===== src/rtl/calendar_ctr.sv =====
// calendar_ctr: date / month / day-of-week counter feeding the LCD interface.
// Run mode advances once per DayTick with month-length aware carries; set mode
// lets pushbutton rising edges step each field independently.
module calendar_ctr #(
  parameter int FEB_DAYS = 28
) (
  input  logic       Clk,
  input  logic       Reset_n,
  input  logic       DayTick,
  input  logic       SetMode,
  input  logic       DateAdv,
  input  logic       MonthAdv,
  input  logic       DayAdv,
  output logic [5:0] date_out,
  output logic [4:0] month_out,
  output logic [2:0] day_out,
  output logic       month_tick,
  output logic       year_tick
);

  // Registered calendar fields grouped so next-state logic reads as one unit.
  typedef struct packed {
    logic [5:0] date;
    logic [4:0] month;
    logic [2:0] day;
  } cal_t;

  localparam cal_t CAL_RST = '{date: 6'd1, month: 5'd1, day: 3'd0};

  // Bit order of the button vectors: [0]=date, [1]=month, [2]=day.
  localparam int B_DATE  = 0;
  localparam int B_MONTH = 1;
  localparam int B_DAY   = 2;

  // Last date of a month; February length is fixed at elaboration.
  function automatic logic [5:0] month_last(input logic [4:0] m);
    case (m)
      5'd2:                    month_last = 6'(FEB_DAYS);
      5'd4, 5'd6, 5'd9, 5'd11: month_last = 6'd30;
      default:                 month_last = 6'd31;
    endcase
  endfunction

  cal_t       cal_q, cal_nxt;
  logic       mt_nxt, yt_nxt;
  logic [2:0] btn, btn_prev, btn_edge;

  logic [5:0] last_cur, last_new, date_inc;
  logic [4:0] month_inc;
  logic [2:0] day_inc;
  logic       date_wrap;

  assign btn      = {DayAdv, MonthAdv, DateAdv};
  assign btn_edge = btn & ~btn_prev;

  // Wrap comparisons use >= so any corrupted value still steers back in range.
  assign last_cur  = month_last(cal_q.month);
  assign date_wrap = (cal_q.date >= last_cur);
  assign date_inc  = date_wrap ? 6'd1 : cal_q.date + 6'd1;
  assign month_inc = (cal_q.month >= 5'd12) ? 5'd1 : cal_q.month + 5'd1;
  assign day_inc   = (cal_q.day >= 3'd6) ? 3'd0 : cal_q.day + 3'd1;
  assign last_new  = month_last(month_inc);

  // Next-state selection: set-mode button edges, or run-mode day rollover.
  always_comb begin
    cal_nxt = cal_q;
    mt_nxt  = 1'b0;
    yt_nxt  = 1'b0;
    if (SetMode) begin
      // Date steps against the old month first; the clamp then uses the new month.
      if (btn_edge[B_DATE])  cal_nxt.date = date_inc;
      if (btn_edge[B_DAY])   cal_nxt.day  = day_inc;
      if (btn_edge[B_MONTH]) begin
        cal_nxt.month = month_inc;
        if (cal_nxt.date > last_new) cal_nxt.date = last_new;
      end
    end else if (DayTick) begin
      cal_nxt.day  = day_inc;
      cal_nxt.date = date_inc;
      if (date_wrap) begin
        cal_nxt.month = month_inc;
        mt_nxt        = 1'b1;
        yt_nxt        = (cal_q.month >= 5'd12);
      end
    end
  end

  // Calendar state and tick pulses; ticks align with the first cycle of new values.
  always_ff @(posedge Clk or negedge Reset_n) begin
    if (!Reset_n) begin
      cal_q      <= CAL_RST;
      month_tick <= 1'b0;
      year_tick  <= 1'b0;
    end else begin
      cal_q      <= cal_nxt;
      month_tick <= mt_nxt;
      year_tick  <= yt_nxt;
    end
  end

  // Button history tracks every cycle so a button held across a mode switch never fires.
  always_ff @(posedge Clk or negedge Reset_n) begin
    if (!Reset_n) btn_prev <= 3'b000;
    else          btn_prev <= btn;
  end

  assign date_out  = cal_q.date;
  assign month_out = cal_q.month;
  assign day_out   = cal_q.day;

endmodule


===== config.mk =====
export PLATFORM = sky130hd
export DESIGN_NAME = calendar_ctr
export DESIGN_NICKNAME = d
export VERILOG_FILES = /design/src/rtl/calendar_ctr.sv
export SDC_FILE = /design/constraint.sdc
export NUM_CORES = 1
export LEC_CHECK = 0
export ABC_AREA = 1
export BUFFER_PORTS_ARGS = -buffer_cell sky130_fd_sc_hd__buf_2
export CORE_MARGIN = 1.5
export CORE_UTILIZATION = 40
export CTS_CLUSTER_SIZE = 8
export DETAILED_ROUTE_END_ITERATION = 8
export GPL_TIMING_DRIVEN = 0
export PLACE_DENSITY_LB_ADDON = 0.3
export SYNTH_ARGS = -nofsm -noshare
export SYNTH_HDL_FRONTEND = slang
export SYNTH_SLANG_ARGS = --single-unit

===== constraint.sdc =====
create_clock -name Clk -period 5 [get_ports Clk]
set_input_delay 1.25 -clock Clk [delete_from_list [all_inputs] [get_ports Clk]]
set_output_delay 1.25 -clock Clk [all_outputs]
set_load 0.1 [all_outputs]

=== After elaboration in Yosys (flattened, before gate mapping) ===
Index checks and enable logic that the tools add are counted.

* Latch bits: 0
* Memories kept: 0
* Output and inout bits: 16
* Bits of input ports: 7
* Word-level logic and storage cells: 52
* Bits in registers: 19
* Memory bits (read-only): 0
* Bits in writable memories: 0

* Shifts and indexed selects: 0
* Add/subtract/negate cells: 3
* Mux-type cells: 19
* Multiply operators: 0
* Divide/modulo/power cells: 0
* Eq/ne operators: 12
* Bitwise gates (word level): 2
* $lt $le $gt $ge: 4
* Reduce and logical (&&, ||, !) cells: 6

{| class="wikitable"
|+ Operators with widths
! operator !! number
|-
| two-way mux 14 bit || 2
|-
| two-way mux 6 bit || 4
|-
| == test 5 x 3 -> 1 bit (second input constant) || 4
|-
| == test 5 x 4 -> 1 bit (second input constant) || 4
|-
| two-way mux 11 bit || 1
|-
| == test 5 x 2 -> 1 bit (second input constant) || 2
|-
| two-way mux 5 bit || 2
|-
| case mux 2 bit (2 select lines) || 2
|-
| OR reduction 4 bit || 2
|-
| adder 6 x 1 -> 6 bit (second input constant) || 1
|-
| greater-or-equal comparator 6 bit || 1
|-
| greater-than comparator 6 bit || 1
|-
| two-way mux 1 bit || 6
|-
| two-way mux 3 bit || 2
|-
| adder 5 x 1 -> 5 bit (second input constant) || 1
|-
| greater-or-equal comparator 5 x 4 -> 1 bit (second input constant) || 1
|-
| != test 2 x 1 -> 1 bit (second input constant) || 2
|-
| nonzero test 2 bit || 2
|-
| adder 3 x 1 -> 3 bit (second input constant) || 1
|-
| bitwise AND 3 bit || 1
|-
| greater-or-equal comparator 3 bit (second input constant) || 1
|-
| inverter 3 bit || 1
|-
| AND reduction 3 bit || 1
|-
| AND reduction 2 bit || 1
|}

=== Longest topological paths before layout ===
Gate-level depths: netlist of the first run.

* Word-level depth: 11
* Depth in mapped cells: 26
* Gate-level depth less buffers: 26

=== Least setup slack after synthesis of the first run ===
No wires, ideal clock.

* Path type: reg2reg
* Start point: reg cal_q (netlist bit month_out[1])
* End point: reg cal_q (netlist bit date_out[2])
* Setup time: 0.128 ns
* Stages on the path, launching flop included: 27
* Slack: 1.450 ns
* Data arrival time: 3.422 ns
* Required time: 4.872 ns
* Buffers on the path: 0
* Clock period less this slack: 3.550 ns
* Path through: dfrtp_1 inv_1 ha_1 o21ai_0 a21oi_1 a21oi_1 ha_1 inv_1 nand2_1 nand2_1 nand2_1 a21oi_2 nand2_1 nand2_1 nand2_1 inv_1 ha_1 inv_1 nor2_1 o21ai_0 a21oi_1 nand2_1 nand2_2 nand2_2 nand2_1 nand2_1 nand3_1

* Cells in the longest elaborated chain, start to end: 11
* Elaborated cells between the ends (all ways): 26
* Those cells by class: 1 x add/sub; 3 x order compare; 10 x eq/ne; 10 x mux; 2 x reduce/logical

{| class="wikitable"
|+ RTL lines
! element !! line !! RTL
|-
| start: declaration || 44 || <nowiki>cal_t cal_q, cal_nxt;</nowiki>
|-
| start signal: assignment || 95 || <nowiki>cal_q <= cal_nxt;</nowiki>
|-
| == test 5 x 3 -> 1 bit or == test 5 x 4 -> 1 bit (tied branches) || 37 || <nowiki>case (m)</nowiki>
|-
| OR reduction 4 bit || 37 ||
|-
| case mux 2 bit (2 select lines) || 37 ||
|-
| greater-or-equal comparator 6 bit || 58 || <nowiki>assign date_wrap = (cal_q.date >= last_cur);</nowiki>
|-
| two-way mux 6 bit || 59 || <nowiki>assign date_inc = date_wrap ? 6'd1 : cal_q.date + 6'd1;</nowiki>
|-
| two-way mux 6 bit || 71 || <nowiki>if (btn_edge[B_DATE]) cal_nxt.date = date_inc;</nowiki>
|-
| two-way mux 6 bit || 69 || <nowiki>if (SetMode) begin</nowiki>
|-
| greater-than comparator 6 bit || 75 || <nowiki>if (cal_nxt.date > last_new) cal_nxt.date = last_new;</nowiki>
|-
| two-way mux 6 bit || 75 ||
|-
| two-way mux 11 bit || 73 || <nowiki>if (btn_edge[B_MONTH]) begin</nowiki>
|-
| two-way mux 14 bit * || 69 ||
|}

Every way passes the cells marked *; elsewhere a longest branch is shown, timed or not. The select of a mux whose other input is x is not followed.
A chain may end at the register's enable or synchronous reset.

=== Worst setup path in the final report of the first run ===
* Start point: reg cal_q (netlist bit month_out[0])
* End point: reg cal_q (netlist bit date_out[3])

Same word-level chain as after synthesis.

==> results of run 1 <==
[metrics by stage]
step	instance area [sq um]	power [W]
finish	1520	0.000880
global route	1520	0.000957
CTS	1520	0.000888
detailed placement	1490	0.000802
global placement	1490	0.000798
floorplan	1330	0.000707
[sequential cells by signal, indices dropped and copies added (netlist names)]
register / flops
date_out: 6
month_out: 5
btn_prev: 3
day_out: 3
month_tick: 1
year_tick: 1
[where the power goes]
part           switching [W]  internal [W]   total, W  leakage (nW)
clock              0.0000526     0.0000298  0.0000824        0.0177
sequential         0.0000483      0.000192   0.000240         0.239
combinational       0.000428      0.000129   0.000557         0.586
total               0.000529      0.000352   0.000880         0.843
[cell families (layout without fill, tap and decap cells)]
kind of cell    Yosys count  in the layout
fa+ha+maj                11             11
buf+inv                  33             58
xor+xnor                  2              2
compound gates           25             25
simple gates             97             97
flops                    19             19
[how the worst max path moves through the flow]
stage,endpoint,start,slack (ps)
2_1_floorplan,date_out[2]$_DFFE_PN0P_,month_out[1]$_DFFE_PN0P_,1450
3_3_place_gp,date_out[3]$_DFFE_PN0P_,month_out[0]$_DFFE_PN1P_,1510
3_5_place_dp,date_out[3]$_DFFE_PN0P_,month_out[0]$_DFFE_PN1P_,1500
4_1_cts,date_out[3]$_DFFE_PN0P_,month_out[0]$_DFFE_PN1P_,1480
5_1_grt,date_out[1]$_DFFE_PN0P_,month_out[0]$_DFFE_PN1P_,1090
6_report,date_out[3]$_DFFE_PN0P_,month_out[0]$_DFFE_PN1P_,1460
[layout by cell type, fill, tap and decap left out, types with 11 or more instances in the layout]
cell                       n
sky130_fd_sc_hd__ha_1     11
sky130_fd_sc_hd__nand3_1  20
sky130_fd_sc_hd__nor2_1   14
sky130_fd_sc_hd__o21ai_0  11
sky130_fd_sc_hd__buf_2    22
sky130_fd_sc_hd__inv_1    31
sky130_fd_sc_hd__dfrtp_1  17
sky130_fd_sc_hd__nand2_1  52
[critical path, cell delays in order, from the launching register on]
cell and delay, ps:
sky130_fd_sc_hd__dfstp_2 610, sky130_fd_sc_hd__inv_1 110, sky130_fd_sc_hd__ha_1 220, sky130_fd_sc_hd__o21ai_0 190, sky130_fd_sc_hd__a21oi_1 90, sky130_fd_sc_hd__a21oi_1 140
sky130_fd_sc_hd__ha_1 240, sky130_fd_sc_hd__inv_1 50, sky130_fd_sc_hd__nand2_1 40, sky130_fd_sc_hd__nand2_1 50, sky130_fd_sc_hd__nand2_1 70, sky130_fd_sc_hd__a21oi_2 300
sky130_fd_sc_hd__nand2_1 110, sky130_fd_sc_hd__nand2_1 80, sky130_fd_sc_hd__nand2_1 70, sky130_fd_sc_hd__inv_1 60, sky130_fd_sc_hd__ha_1 230, sky130_fd_sc_hd__inv_1 60
sky130_fd_sc_hd__nor2_1 30, sky130_fd_sc_hd__o21ai_0 160, sky130_fd_sc_hd__a21oi_1 60, sky130_fd_sc_hd__nand2_1 80, sky130_fd_sc_hd__nand2_2 70, sky130_fd_sc_hd__nand2_2 110
sky130_fd_sc_hd__nand2_1 60, sky130_fd_sc_hd__nand2_1 60, sky130_fd_sc_hd__nand3_1 60
[layout make-up]
type / count / area (sq um) / area share, %
multi-input cells: 135 / 726 / 47.9
repair buffers: 21 / 105 / 6.93
well taps: 44 / 55.1 / 3.63
plain buffers: 1 / 5.00 / 0.330
clock buffers: 3 / 22.5 / 1.49
clock inverters: 1 / 5.00 / 0.330
flip-flops and latches: 19 / 478 / 31.5
inverters: 32 / 120 / 7.92
[layer usage]
metal	GRT usage (%)	part of all wire [%]	vias up
li1	-	-	650
met5	0	0	-
met3	2.77	3.9	5
met1	25.1	51	536
met2	26.4	44	31
met4	6.83	1.3	0
==> flow_summary.json, run 1 <==
{
  "boundaryPins": 23,
  "yosys-mux-area-fraction_pct": 0,
  "num_vias": 1222,
  "hold-worst-slack_ps": 524,
  "yosys.cell_types.count": 27,
  "synthTopCellsByCount": "52 x sky130_fd_sc_hd__nand2_1, 31 x sky130_fd_sc_hd__inv_1, 20 x sky130_fd_sc_hd__nand3_1",
  "min_delay_path_depth": 1,
  "timing.hold.worst.class": "register to register",
  "wire_per_inst_um": 10.7,
  "floorplan.rows": 20,
  "route.detailed.vias_per_inst": 4.77,
  "detail_route.iter0.violations": 48,
  "timing.critical_path.from_type": "register",
  "clock-sinks": 19,
  "synth-simple-area-share_pct": 31.8,
  "synth-edff-count": 0,
  "nFillCells": 337,
  "grt_overflow_total": 0,
  "post-route-period-util_pct": 70.8,
  "ctsRootBufferMaster": "sky130_fd_sc_hd__clkbuf_4",
  "synth_async_sr_flop_share_pct": 100,
  "vdd_ir_drop_max_v": 0.000350,
  "setup_crit_end_kind": "register",
  "placement.setup.worst_slack_ps": 1500,
  "worst-r2r-setup-slack_ps": 1460,
  "fin_ws_ps": 1460,
  "synth_top_family_by_area": "simple AND/OR/NAND/NOR gates",
  "synthCells": 187,
  "final-instance-count-excl-fill": 256,
  "hpwl_mm": 2.07,
  "clock_latency_of_the_later_clocked_register_in_the_worst_skew_pair_ps": 300,
  "yosysTopAreaCell": "sky130_fd_sc_hd__dfrtp_1",
  "clock_tree_from_tritoncts": "yes",
  "route.antenna.remaining_nets": 0,
  "finish.utilization_pct": 48.9,
  "synth.most_common_cell": "sky130_fd_sc_hd__nand2_1",
  "worst-r2r-cell-count": 26,
  "post-cts-setup-buffer-count": 0,
  "max_freq_mhz": 282,
  "post-place-cells": 252,
  "final_layout_size_suffix_gt1_share_pct": 17.9,
  "slew-limit-headroom_pct": 67.8,
  "maximum_number_of_pins_on_one_net_before_global_route_repair": 20,
  "num_antenna_cells": 0,
  "core-area_sq_mm": 0.00310,
  "grt_first_pass_wirelength_mm": 4.76,
  "synth.area.top_cells": "sky130_fd_sc_hd__dfrtp_1 32%, sky130_fd_sc_hd__nand2_1 15%, sky130_fd_sc_hd__ha_1 10%",
  "crit_type": "register to register",
  "grt_antenna_before_repair": 0,
  "result_of_the_run": "finished clean",
  "finalCriticalPeriod_ps": 3540,
  "numPortBuffers": 21,
  "synthAdderAreaFrac_pct": 10.4,
  "synth-main-ff-cell": "sky130_fd_sc_hd__dfrtp_1",
  "reg2reg_to": "date_out[3]$_DFFE_PN0P_",
  "die_width_um": 60.6,
  "final_skew_ps": 1.56,
  "path_clk_slew_ps": 120,
  "mappedNetlistArea_sq_mm": 0.00133,
  "setup-tns-final_ps": 0,
  "synthesis.nets": 205,
  "ys_ff_latch": 19,
  "timing.max_cap.violations": 0,
  "initial_core_util_pct": 42.8,
  "final-hold-violation-count": 0,
  "drc": 0,
  "startpoint_of_the_most_critical_hold_path": "day_out[2]$_DFFE_PN0P_",
  "timing.critical_path.required_ps": 5200,
  "power.static_leakage_nw": 0.843,
  "cts_hold_repair.buffers": 0,
  "die_area_sq_mm": 0.00368,
  "hold-path-endpoint": "day_out[2]$_DFFE_PN0P_",
  "cp_data_arrival_time_ps": 3740,
  "final-setup-viol-count": 0,
  "synth-compound-area-share_pct": 11.1,
  "via_count_of_the_first_global_routing_pass": 1107,
  "synthToLayoutAreaGrowth_pct": 14.1,
  "transition_time_of_the_tightest_slew_check_pin_ps": 487,
  "critPathMaxFanout": 7,
  "die_height_um": 60.6,
  "clk_path_buf_depth": 2,
  "detail_route.first_pass.iterations": 5,
  "yosysWarningCount": 0,
  "synth_largest_type_area_fraction_pct": 32.0,
  "synth-seq-area-share_pct": 36.0,
  "gp_routability_congestion": 0.856,
  "route.final.wire_length_mm": 2.75,
  "ctsHtreeMaxLevel": 1,
  "syn_avg_cell_area_sq_um": 7.11,
  "postCtsResizedCells": 0,
  "power-per-cell-area_mw_per_mm2": 580,
  "synth-xor-area-share_pct": 1.32,
  "worst_reg2reg_startpoint": "month_out[0]$_DFFE_PN1P_",
  "number_of_max_slew_violations_in_the_final_report": 0,
  "grt_util_all_layers_pct": 17.5,
  "tritoncts.num_buffers": 3,
  "nNetsFinal": 231,
  "rsz_0062_raised_after_global_routing": "false"
}
Note: power is estimated with default switching activity, not from simulation.
==> run 2, diff against run 1 <==
Clock period 5 ns to 3.1 ns, I/O delays scaled along.
==> run 2 against run 1 <==
  * Non-clock buffer count up 9
  * The flow now finishes with violations (negative setup slack)
  * Sequential power is 68% higher
  * Sequential share of layout area fell by 2.6 points
  * Critical path depth unchanged
  * Design area increased by 12%
  * Wire length is 13% higher
  * Clock power rose by 64%
  * Register-to-register slack worse by 1500 ps
  * Via count up 7.5%
  * First-iteration DRC count grew 50%
==> flow_summary.json, run 2 (synthesis results as in run 1) <==
{
  "route.antenna.remaining_nets": 0,
  "internal-power_w": 0.000660,
  "nFillCells": 332,
  "failed_checks": "negative setup slack",
  "clk_path_buf_depth": 2,
  "nNetsFinal": 240,
  "power.static_leakage_nw": 0.893,
  "detail_route.first_pass.iterations": 4,
  "critical-path-slowest-cell": "sky130_fd_sc_hd__dfstp_4",
  "die_area_sq_mm": 0.00368,
  "final_skew_ps": 5.98,
  "hold-worst-slack_ps": 388,
  "rsz_0062_raised_after_global_routing": "true",
  "via_count_of_the_first_global_routing_pass": 1149,
  "critPathMaxFanout": 5,
  "cp_data_arrival_time_ps": 3370,
  "final-hold-violation-count": 0,
  "slew-limit-headroom_pct": 67.8,
  "grt_util_all_layers_pct": 18.6,
  "post-route-period-util_pct": 102,
  "clock_power_share_pct": 8.5,
  "timing.hold.worst.class": "input port to asynchronous set/reset pin",
  "totalPowerFinal_w": 0.00159,
  "worst_path_dominant_cell_family": "simple AND/OR/NAND/NOR gates",
  "num_vias": 1314,
  "seq_area_sq_um": 489,
  "final_cell_area_sq_mm": 0.00169,
  "result_of_the_run": "finished with violations",
  "die_width_um": 60.6,
  "route.final.wire_length_mm": 3.10,
  "number_of_max_slew_violations_in_the_final_report": 0,
  "clock_tree_from_tritoncts": "yes",
  "route.detailed.vias_per_inst": 4.96,
  "grt_overflow_total": 0,
  "multi_input_gate_area_in_the_final_layout_sq_um": 816,
  "hpwl_mm": 2.08,
  "setup_crit_end_kind": "register",
  "gp_routability_congestion": 0.857,
  "tritoncts.num_buffers": 3,
  "die_height_um": 60.6,
  "grt_first_pass_wirelength_mm": 5.11,
  "fin_ws_ps": -74.1,
  "finalCriticalPeriod_ps": 3170,
  "maximum_number_of_pins_on_one_net_before_global_route_repair": 20,
  "wire_per_inst_um": 11.7,
  "postPlaceCellArea_sq_mm": 0.00154,
  "layout.cells.most_common_list": "45 x sky130_fd_sc_hd__nand2_1, 29 x sky130_fd_sc_hd__inv_1, 22 x sky130_fd_sc_hd__buf_2",
  "numPortBuffers": 21,
  "floorplan.rows": 20,
  "core-area_sq_mm": 0.00310,
  "netSwitchingFraction_pct": 58.4,
  "drc": 0,
  "crit_type": "register to register",
  "power-per-cell-area_mw_per_mm2": 937,
  "grt_antenna_before_repair": 0,
  "timing.critical_path.required_ps": 3300,
  "clock-sinks": 19,
  "critical_path_buffer_and_inverter_count": 4,
  "clock_latency_of_the_later_clocked_register_in_the_worst_skew_pair_ps": 310,
  "vdd_ir_drop_max_v": 0.000626,
  "initial_core_util_pct": 42.8,
  "ctsRootBufferMaster": "sky130_fd_sc_hd__clkbuf_4",
  "num_antenna_cells": 0,
  "layout_commonest_cell": "sky130_fd_sc_hd__nand2_1",
  "synthToLayoutAreaGrowth_pct": 27.4,
  "power.net_switching_w": 0.000926,
  "power.combinational.fraction_pct": 66.1,
  "boundaryPins": 23,
  "critPathMaxStageDelay_ps": 660,
  "max_freq_mhz": 315,
  "flip_flop_count_of_the_largest_register_all_copies_and_words_added": 6,
  "seq_power_share_pct": 25.4,
  "final_layout_size_suffix_gt1_share_pct": 30.8,
  "final-setup-viol-count": 5,
  "ctsHtreeMaxLevel": 1,
  "transition_time_of_the_tightest_slew_check_pin_ps": 487,
  "detail_route.iter0.violations": 72,
  "path_clk_slew_ps": 120,
  "timing.critical_path.from_type": "register",
  "timing.max_cap.violations": 0
}
-- run 2: cell count changes in the layout (fill, tap and decap cells not counted), moves of 2 or more --
cell | before | now
sky130_fd_sc_hd__buf_4 | 0 | 8
sky130_fd_sc_hd__nand2_1 | 52 | 45
sky130_fd_sc_hd__nand2_2 | 3 | 9
sky130_fd_sc_hd__dfrtp_1 | 17 | 13
sky130_fd_sc_hd__ha_1 | 11 | 7
sky130_fd_sc_hd__dfrtp_2 | 0 | 3
sky130_fd_sc_hd__ha_4 | 0 | 3
sky130_fd_sc_hd__a21oi_1 | 3 | 1
sky130_fd_sc_hd__inv_1 | 31 | 29
sky130_fd_sc_hd__o21ai_0 | 11 | 9
sky130_fd_sc_hd__o21ai_2 | 1 | 3
-- run 2: stage by stage --
| stage | TNS, ps | instances | setup slack [ps] | util (%) |
|---|---|---|---|---|
| after floorplan | -452 | 187 | -94.4 | - |
| after global placement | -904 | 252 | -194 | 49.6 |
| after detailed placement | -847 | 252 | -186 | 49.6 |
| after CTS | 0 | 261 | 0.402 | 52.2 |
| after global routing | -1400 | 265 | -283 | 54.6 |
| final | -296 | 265 | -74.1 | 54.6 |
-- run 2: worst paths after layout --
path | start | slack (ps) | endpoint | cells after the start
worst max register to register | month_out[0]$_DFFE_PN1P_ | -70 | date_out[4]$_DFFE_PN0P_ | 26
max in group asynchronous | Reset_n | 2380 | date_out[0]$_DFFE_PN1P_ | 1
worst max-delay path | month_out[0]$_DFFE_PN1P_ | -70 | date_out[4]$_DFFE_PN0P_ | 26
worst min-delay path | Reset_n | 390 | month_out[1]$_DFFE_PN0P_ | 1
min in group Clk | day_out[2]$_DFFE_PN0P_ | 530 | day_out[2]$_DFFE_PN0P_ | 1
worst min register to register | day_out[2]$_DFFE_PN0P_ | 530 | day_out[2]$_DFFE_PN0P_ | 1
-- run 2: timing repair --
action / 4_1_cts / 5_1_grt
hold buffers: 0 / 0
pin swaps: 2 / 11
gates resized for setup: 4 / 12
buffers inserted: 5 / 4
setup endpoints to repair: 5 / 5
-- run 2: layout make-up --
cell class              count  area share, %
plain buffers               1          0.296
multi-input cells         135           48.2
clock buffers               4           1.55
well taps                  44           3.25
inverters                  32           7.39
flip-flops and latches     19           28.9
repair buffers             30           10.4
-- run 2: power groups by stage --
stage	Clock [W]	Sequential, W	Combinational (W)
after floorplan	0	0.000803	0.000382
after global placement	0	0.000411	0.000920
after detailed placement	0	0.000412	0.000933
after CTS	0.000139	0.000402	0.000970
after global routing	0.000148	0.000414	0.00114
final	0.000135	0.000403	0.00105
-- run 2: metal layers --
metal  GRT usage [%]  wire length, um  vias up
li1                -                -      664
met1            28.4             1480      607
met2            27.2             1420       37
met3            2.56              150        6
met4            5.59               42        0
met5               0                0        -
-- run 2: worst reg2reg max path, delay by kind of cell (launching register included) --
kind | cells | cell delay, ps
compound gates | 6 | 740
fa+ha+maj | 3 | 570
buf+inv | 4 | 210
flops | 1 | 660
simple gates | 13 | 890
